**config.mk**
```make
export PLATFORM = sky130hd
export DESIGN_NAME = uart_rx_deserializer
export DESIGN_NICKNAME = d
export VERILOG_FILES = /design/src/rtl/uart_rx_deserializer.sv
export SDC_FILE = /design/constraint.sdc
export NUM_CORES = 1
export LEC_CHECK = 0
export CAP_MARGIN = 40
export CORE_UTILIZATION = 40
export DETAILED_ROUTE_END_ITERATION = 10
export SYNTH_ARGS = -nofsm -noshare
export SYNTH_HDL_FRONTEND = slang
export SYNTH_SLANG_ARGS = --single-unit
export TNS_END_PERCENT = 1
```
**constraint.sdc**
```tcl
create_clock -name clk -period 2.4 [get_ports clk]
set_input_delay 0.72 -clock clk [delete_from_list [all_inputs] [get_ports clk]]
set_output_delay 0.72 -clock clk [all_outputs]
set_load 0.02 [all_outputs]
```
**src/rtl/uart_rx_deserializer.sv**
```systemverilog
// ---------------------------------------------------------------------------
// uart_rx_deserializer
//
// UART receive stage. Turns the asynchronous serial line into bytes for the
// multiplier control FSM. The frame format is 8N1, LSB first. One of four
// bit periods is chosen at runtime by freq_control.
//
// Ports
//   clk                 system clock (single domain)
//   reset               asynchronous, active-low reset
//   uart_rx_d_in        raw serial line, idle high, asynchronous to clk
//   freq_control[1:0]   baud select; sampled only when a frame starts
//   uart_received_data  last correctly framed byte; held between frames
//   uart_rx_valid       level flag, high once a good byte is available,
//                       cleared when the next start bit is accepted
//   framing_error       most recent frame ended with a low stop bit
//   rx_busy             high from the start edge until the return to IDLE
// ---------------------------------------------------------------------------
module uart_rx_deserializer #(
    parameter int CLKS_PER_BIT_0 = 1042,
    parameter int CLKS_PER_BIT_1 = 521,
    parameter int CLKS_PER_BIT_2 = 174,
    parameter int CLKS_PER_BIT_3 = 87,
    parameter int CNT_W          = $clog2(CLKS_PER_BIT_0 + 1)
) (
    input  logic       clk,
    input  logic       reset,
    input  logic       uart_rx_d_in,
    input  logic [1:0] freq_control,
    output logic [7:0] uart_received_data,
    output logic       uart_rx_valid,
    output logic       framing_error,
    output logic       rx_busy
);

    typedef enum logic [2:0] {
        IDLE,
        START,
        DATA,
        STOP,
        WAIT_IDLE
    } state_t;

    localparam logic [CNT_W-1:0] N0  = CNT_W'(CLKS_PER_BIT_0);
    localparam logic [CNT_W-1:0] N1  = CNT_W'(CLKS_PER_BIT_1);
    localparam logic [CNT_W-1:0] N2  = CNT_W'(CLKS_PER_BIT_2);
    localparam logic [CNT_W-1:0] N3  = CNT_W'(CLKS_PER_BIT_3);
    localparam logic [CNT_W-1:0] ONE = CNT_W'(1);

    state_t           state;
    logic             rx_m;       // first synchronizer flop
    logic             rx_s;       // second synchronizer flop; only this one is used
    logic [CNT_W-1:0] cnt;        // bit-timing down-counter
    logic [CNT_W-1:0] n_lat;      // divisor latched for the current frame
    logic [CNT_W-1:0] n_sel;      // divisor selected by freq_control right now
    logic [CNT_W-1:0] half_m1;    // floor(n_sel/2) - 1, the start-bit reload value
    logic [2:0]       bit_idx;
    logic [7:0]       shreg;

    // -----------------------------------------------------------------------
    // Two-flop synchronizer. Both flops reset to the idle-line level, so the
    // first cycle after reset cannot look like a start edge.
    // -----------------------------------------------------------------------
    always_ff @(posedge clk or negedge reset) begin
        if (!reset) begin
            rx_m <= 1'b1;
            rx_s <= 1'b1;
        end else begin
            rx_m <= uart_rx_d_in;
            rx_s <= rx_m;
        end
    end

    // -----------------------------------------------------------------------
    // Divisor select. This value is consumed only on the IDLE->START edge.
    // That means a change to freq_control in mid-frame has no effect until
    // the next frame begins.
    // -----------------------------------------------------------------------
    always_comb begin
        n_sel = N3;
        unique case (freq_control)
            2'b00:   n_sel = N0;
            2'b01:   n_sel = N1;
            2'b10:   n_sel = N2;
            default: n_sel = N3;
        endcase
        half_m1 = (n_sel >> 1) - ONE;
    end

    // -----------------------------------------------------------------------
    // Receive FSM.
    // The counter is loaded with (period - 1). A sample is taken on the cycle
    // the counter reads zero. The first sample therefore lands exactly
    // floor(N/2) clocks after the edge that saw the start bit, and each later
    // sample lands N clocks after the one before it.
    // -----------------------------------------------------------------------
    always_ff @(posedge clk or negedge reset) begin
        if (!reset) begin
            state              <= IDLE;
            cnt                <= '0;
            n_lat              <= '0;
            bit_idx            <= '0;
            shreg              <= '0;
            uart_received_data <= 8'h00;
            uart_rx_valid      <= 1'b0;
            framing_error      <= 1'b0;
            rx_busy            <= 1'b0;
        end else begin
            unique case (state)
                IDLE: begin
                    if (!rx_s) begin
                        n_lat   <= n_sel;
                        cnt     <= half_m1;
                        bit_idx <= '0;
                        rx_busy <= 1'b1;
                        state   <= START;
                    end
                end

                START: begin
                    if (cnt != '0) begin
                        cnt <= cnt - ONE;
                    end else if (!rx_s) begin
                        // Start bit confirmed at mid-bit. The previous result
                        // is now stale from the consumer's point of view.
                        uart_rx_valid <= 1'b0;
                        framing_error <= 1'b0;
                        cnt           <= n_lat - ONE;
                        state         <= DATA;
                    end else begin
                        // Line was high again at mid-bit: treat it as a glitch
                        // and leave the outputs exactly as they were.
                        rx_busy <= 1'b0;
                        state   <= IDLE;
                    end
                end

                DATA: begin
                    if (cnt != '0) begin
                        cnt <= cnt - ONE;
                    end else begin
                        shreg <= {rx_s, shreg[7:1]};   // LSB arrives first
                        cnt   <= n_lat - ONE;
                        if (bit_idx == 3'd7) begin
                            state <= STOP;
                        end else begin
                            bit_idx <= bit_idx + 3'd1;
                        end
                    end
                end

                STOP: begin
                    if (cnt != '0) begin
                        cnt <= cnt - ONE;
                    end else if (rx_s) begin
                        uart_received_data <= shreg;
                        uart_rx_valid      <= 1'b1;
                        rx_busy            <= 1'b0;
                        state              <= IDLE;
                    end else begin
                        // Bad stop bit. Keep the previous byte and leave valid
                        // low. Do not re-arm until the line returns high, or
                        // a held break would be read as a stream of 0x00 frames.
                        framing_error <= 1'b1;
                        state         <= WAIT_IDLE;
                    end
                end

                WAIT_IDLE: begin
                    if (rx_s) begin
                        rx_busy <= 1'b0;
                        state   <= IDLE;
                    end
                end

                default: begin
                    rx_busy <= 1'b0;
                    state   <= IDLE;
                end
            endcase
        end
    end

endmodule

```
; Yosys cells after proc, flatten, opt, wreduce, memory -nomap -nowiden
; Index checks and enable logic that the tools add are counted.
[totals]
ff_bits = 49
wordCells = 85
[op_classes]
addsub = 4
n_eq_ne = 20
muxes = 31
n_bitwise = 3
reduce_logical = 16
[op_table]
columns = cell, count
row1 = $mux 11, 5
row2 = $pmux 11 s4, 1
row3 = $pmux 11 s3, 1
row4 = $mux 3, 10
row5 = $ne 2x2->1 const B, 12
row6 = $sub 11x1->11 const B, 2
row7 = $pmux 3 s5, 1
row8 = $reduce_bool 11->1, 1
row9 = $sub 10x1->11 const B, 1
row10 = $reduce_and 5->1, 2
row11 = $mux 1, 8
row12 = $reduce_and 4->1, 2
row13 = $eq 3x2->1 const B, 2
row14 = $eq 3x3->1 const B, 2
row15 = $pmux 3 s2, 1
row16 = $reduce_and 3->1, 2
row17 = $reduce_and 6->1, 1
row18 = $pmux 1 s2, 2
row19 = $pmux 1 s4, 1
row20 = $reduce_and 2->1, 2
row21 = $reduce_bool 2->1, 2
row22 = $reduce_bool 4->1, 1
row23 = $add 3x1->3 const B, 1
row24 = $eq 3x1->1 const B, 1
row25 = 8 further kinds, 10

; Longest topological paths before layout
[depth]
depth_word = 5
ltp_mapped = 8
depth_no_buf = 7

; Worst setup path before layout
; No wires, ideal clock.
[synth_timing]
path_kind = register to register
start = register cnt[7]
end = register framing_error
arrival_ns = 2.016
t_required_ns = 2.272
setup_slack_ns = 0.257
stages_incl_launch_ff = 6
n_path_buf = 1
period_less_slack_ns = 2.143
cell_sequence = dfrtp_1 -> or4_4 -> or3_4 -> buf_6 -> nor3_2 -> mux2_1
[synth_via]
elab_chain_len = 3
elab_cells_between_ends = 4
cone_classes = eq/ne (2) / reduce/logical (2)
[synth_rtl]
columns = item, line
row1 = start: declaration, 53  ; logic [CNT_W-1:0] cnt;
row2 = start signal: assignment, 113  ; cnt <= half_m1;
row3 = start signal: assignment, 122  ; cnt <= cnt - ONE;
row4 = start signal: assignment, 128  ; cnt <= n_lat - ONE;
row5 = $reduce_bool 11->1 (*), "121, 153"
row6 = $ne 2x2->1 (no source line), --
row7 = $reduce_and 5->1 (no source line) (*), --
row8 = end signal: assignment, 106  ; framing_error <= 1'b0;
row9 = end signal: assignment, 127  ; framing_error <= 1'b0;
row10 = end signal: assignment, 164  ; framing_error <= 1'b1;
row11 = end: declaration, 32  ; output logic framing_error,
; Mark *: on every way between the ends. The rest lies on a longest branch, timed or not.
; A chain may end at the register's enable or synchronous reset.

; Worst setup path after layout
[layout_timing]
start = register cnt[7]
end = register cnt[0]
[layout_via]
elab_chain_len = 3
elab_cells_between_ends = 7
cone_classes = eq/ne (2) / mux (3) / reduce/logical (2)
[layout_rtl]
columns = item, line
row1 = $reduce_bool 11->1 (*), "121, 139, 153"
row2 = "$ne 3x3->1 (no source line), or another cell as far along", --
row3 = $reduce_and 4->1 (no source line) / $pmux 11 s4 (equally long branches), --
; Marks and branches as above.

==> flow_metrics.py <==
metrics = {
    "run_status": {
        "status": "finished clean",
    },
    "grt": {
        "grt_pass1_vias": 2103,
        "grt_pass1_wl_um": 10520,
        "antenna_found_initial": 0,
        "grt_max_degree": 29,
        "grt-ovfl-total": 0,
        "grt_usage_pct": 18.81,
    },
    "logic_synthesis": {
        "synth_common_cells": "dfrtp_1 (45), nand2_1 (45), nor2_1 (22), o21ai_0 (15), mux2_2 (14)",
        "synth_nets": 299,
        "yosys.area.top_type_share_pct": 42.53,
        "synth_area_leaders": "dfrtp_1 (43%), nand2_1 (6.4%), mux2_2 (6.0%)",
        "synthArstFlopShare_pct": 100.0,
        "syn_area_um2": 2648,
        "synth-edff-count": 0,
        "yosys.area.top_type": "dfrtp_1",
        "synth.distinct_cells": 53,
        "synth-seq-area-share_pct": 44.52,
        "avgSynthCellArea_um2": 9.322,
        "netlist_instances": 284,
        "ys.flop_type": "dfrtp_1",
        "ys_warn_count": 0,
        "synth_seq_cells": 47,
    },
    "floorplanning": {
        "die_y_um": 83.36,
        "fp.dieW_um": 83.36,
        "ios": 16,
        "start_util_pct": 41.46,
        "die_area_um2": 6948,
        "core-area_um2": 6386,
        "rows": 29,
    },
    "route": {
        "avgRoutedWirePerCell_um": 15.26,
        "viasPerCell": 5.694,
        "wl_um": 5831,
        "via_count": 2175,
        "drc_errors": 0,
        "dr.pass1.iters": 6,
        "postRouteAntennaNets": 0,
        "drt_iter0_markers": 338,
    },
    "timing": {
        "setup_violations": 0,
        "max_freq_ghz": 0.4500,
        "period_share_pct": 92.59,
        "hold_viol": 0,
        "slew_headroom_pct": 63.84,
        "period_minus_slack_ns": 2.222,
        "slew_violations": 0,
        "worst_clock_skew_ns": 0.005048,
        "rsz0062_at_grt": "no",
        "totalNegativeSetupSlack_ns": 0,
        "tightest_slew_ns": 0.5287,
    },
    "cells_and_area": {
        "area_growth_pct": 15.08,
        "drive_gt1_share_pct": 15.74,
        "antenna_cells": 0,
        "final_cells": 382,
        "num-nets-final": 319,
        "fill_cells": 616,
    },
    "job": {
        "max_cap_violations": 0,
    },
    "cts": {
        "clockBufferDepth": 2,
        "postCtsSetupBuffers": 0,
        "htree_num_levels": 2,
        "clk_pin_slew_worst_paths_ns": 0.10,
        "cts_made_buffers": 5,
        "clk_latency_ns": 0.30,
        "hold_buffers": 0,
        "cts_tree": "built",
        "cts_num_sinks": 47,
        "clockRootBuffer": "clkbuf_8",
    },
    "pwr": {
        "power_density_nw_per_um2": 983.3,
        "p_leak_nw": 1.391,
        "worst_ir_drop_vdd_mv": 0.3758,
    },
    "setup_path": {
        "critPathArrivalTime_ns": 2.42,
        "setup.worst_path.start_class": "flip-flop",
        "worstPathRequired_ns": 2.60,
        "path_class": "flip-flop to flip-flop",
        "crit_fanout": 13,
        "endpoint_kind": "flip-flop",
    },
    "place": {
        "gp_congestion": 0.8923,
        "placed_cells": 374,
        "portBuffers": 15,
        "dp_hpwl_um": 4288,
    },
    "worst_hold_path": {
        "min_path_type": "primary input to async pin",
    },
}
[worst max-delay path: stages (launching register included)]
cell and delay (ns):
dfrtp_1 0.45, or4_4 0.57, or3_4 0.49, a21oi_1 0.21, nor2_1 0.06, o32a_1 0.33
[power by group]
group | internal [mW] | total (mW) | switching [mW]
logic | 0.545 | 1.17 | 0.622
registers | 0.982 | 1.22 | 0.236
clock network | 0.316 | 0.610 | 0.294
[per-layer routing]
metal,global-route usage [%],share of wire (%),up-vias
met5,0,0,-
met4,7.053,2.3,0
met3,3.579,6.3,11
met2,28.61,45,69
met1,26.56,47,1052
li1,-,-,1043
[final timing paths]
path	cells after the start	to	start	slack (ns)
worst max register to register	5	cnt[0]$_DFFE_PN0P_	cnt[7]$_DFFE_PN0P_	0.18
worst min-delay path	1	cnt[1]$_DFFE_PN0P_	reset	0.36
worst max-delay path	5	cnt[0]$_DFFE_PN0P_	cnt[7]$_DFFE_PN0P_	0.18
worst min register to register	0	rx_s$_DFF_PN1_	rx_m$_DFF_PN1_	0.37
max in group asynchronous	2	rx_s$_DFF_PN1_	reset	1.44
min in group clk	0	rx_s$_DFF_PN1_	rx_m$_DFF_PN1_	0.37
[sequential cells by signal, summed over array words and instances (netlist names), 3 cells and up]
name,flops
n_lat,9
shreg,8
uart_received_data,8
bit_idx,3
state,3
cnt,11
[layout by cell type (no fill, tap or decap), types with 9 or more instances in the layout]
cell type and n:
clkdlybuf4s50_1 14, dfrtp_1 45, buf_4 10, inv_1 11, nor2_1 22, o21ai_0 15
mux2_2 14, a21oi_1 11, ha_1 10, nand3_1 9, nand2_1 45
[what timing repair did]
item                                    CTS  global route
gates resized for setup                   0             2
hold endpoints to repair                  0             0
endpoints found under the setup margin    0             1
[final cells by class]
class / instances / area, µm² / share of cell area [%]
inverters: 11 / 41.29 / 1.355
flip-flops and latches: 47 / 1179 / 38.69
multi-input cells: 212 / 1354 / 44.44
clock buffers: 5 / 68.82 / 2.259
clock inverters: 3 / 47.55 / 1.561
repair buffers: 27 / 260.3 / 8.542
well taps: 77 / 96.34 / 3.162
[through the flow]
stage               utilization, %  power (mW)  hold WS, ns  worst slack [ns]  area [µm²]
global placement             45.87       2.370       0.3464            0.1511        2929
floorplan                        -       2.029       0.3452            0.2568        2648
finish                       47.71       2.996       0.3647            0.1778        3047
CTS                          47.69       3.005       0.3685            0.1292        3045
global route                 47.71       3.241       0.3739           0.05953        3047
detailed placement           45.87       2.384       0.3545            0.1335        2929
[cell families after synthesis]
kind of cell	count (synthesis)	synth area share, %
AOI/OAI and AO/OA	62	15.22
xor gates and xnor gates	9	2.977
adders and majority gates	10	4.726
buffers and inverters	25	4.395
DFF	47	44.52
muxes	15	6.380
and+or+nand+nor	116	21.79
Note: power is estimated with default switching activity, not from simulation.
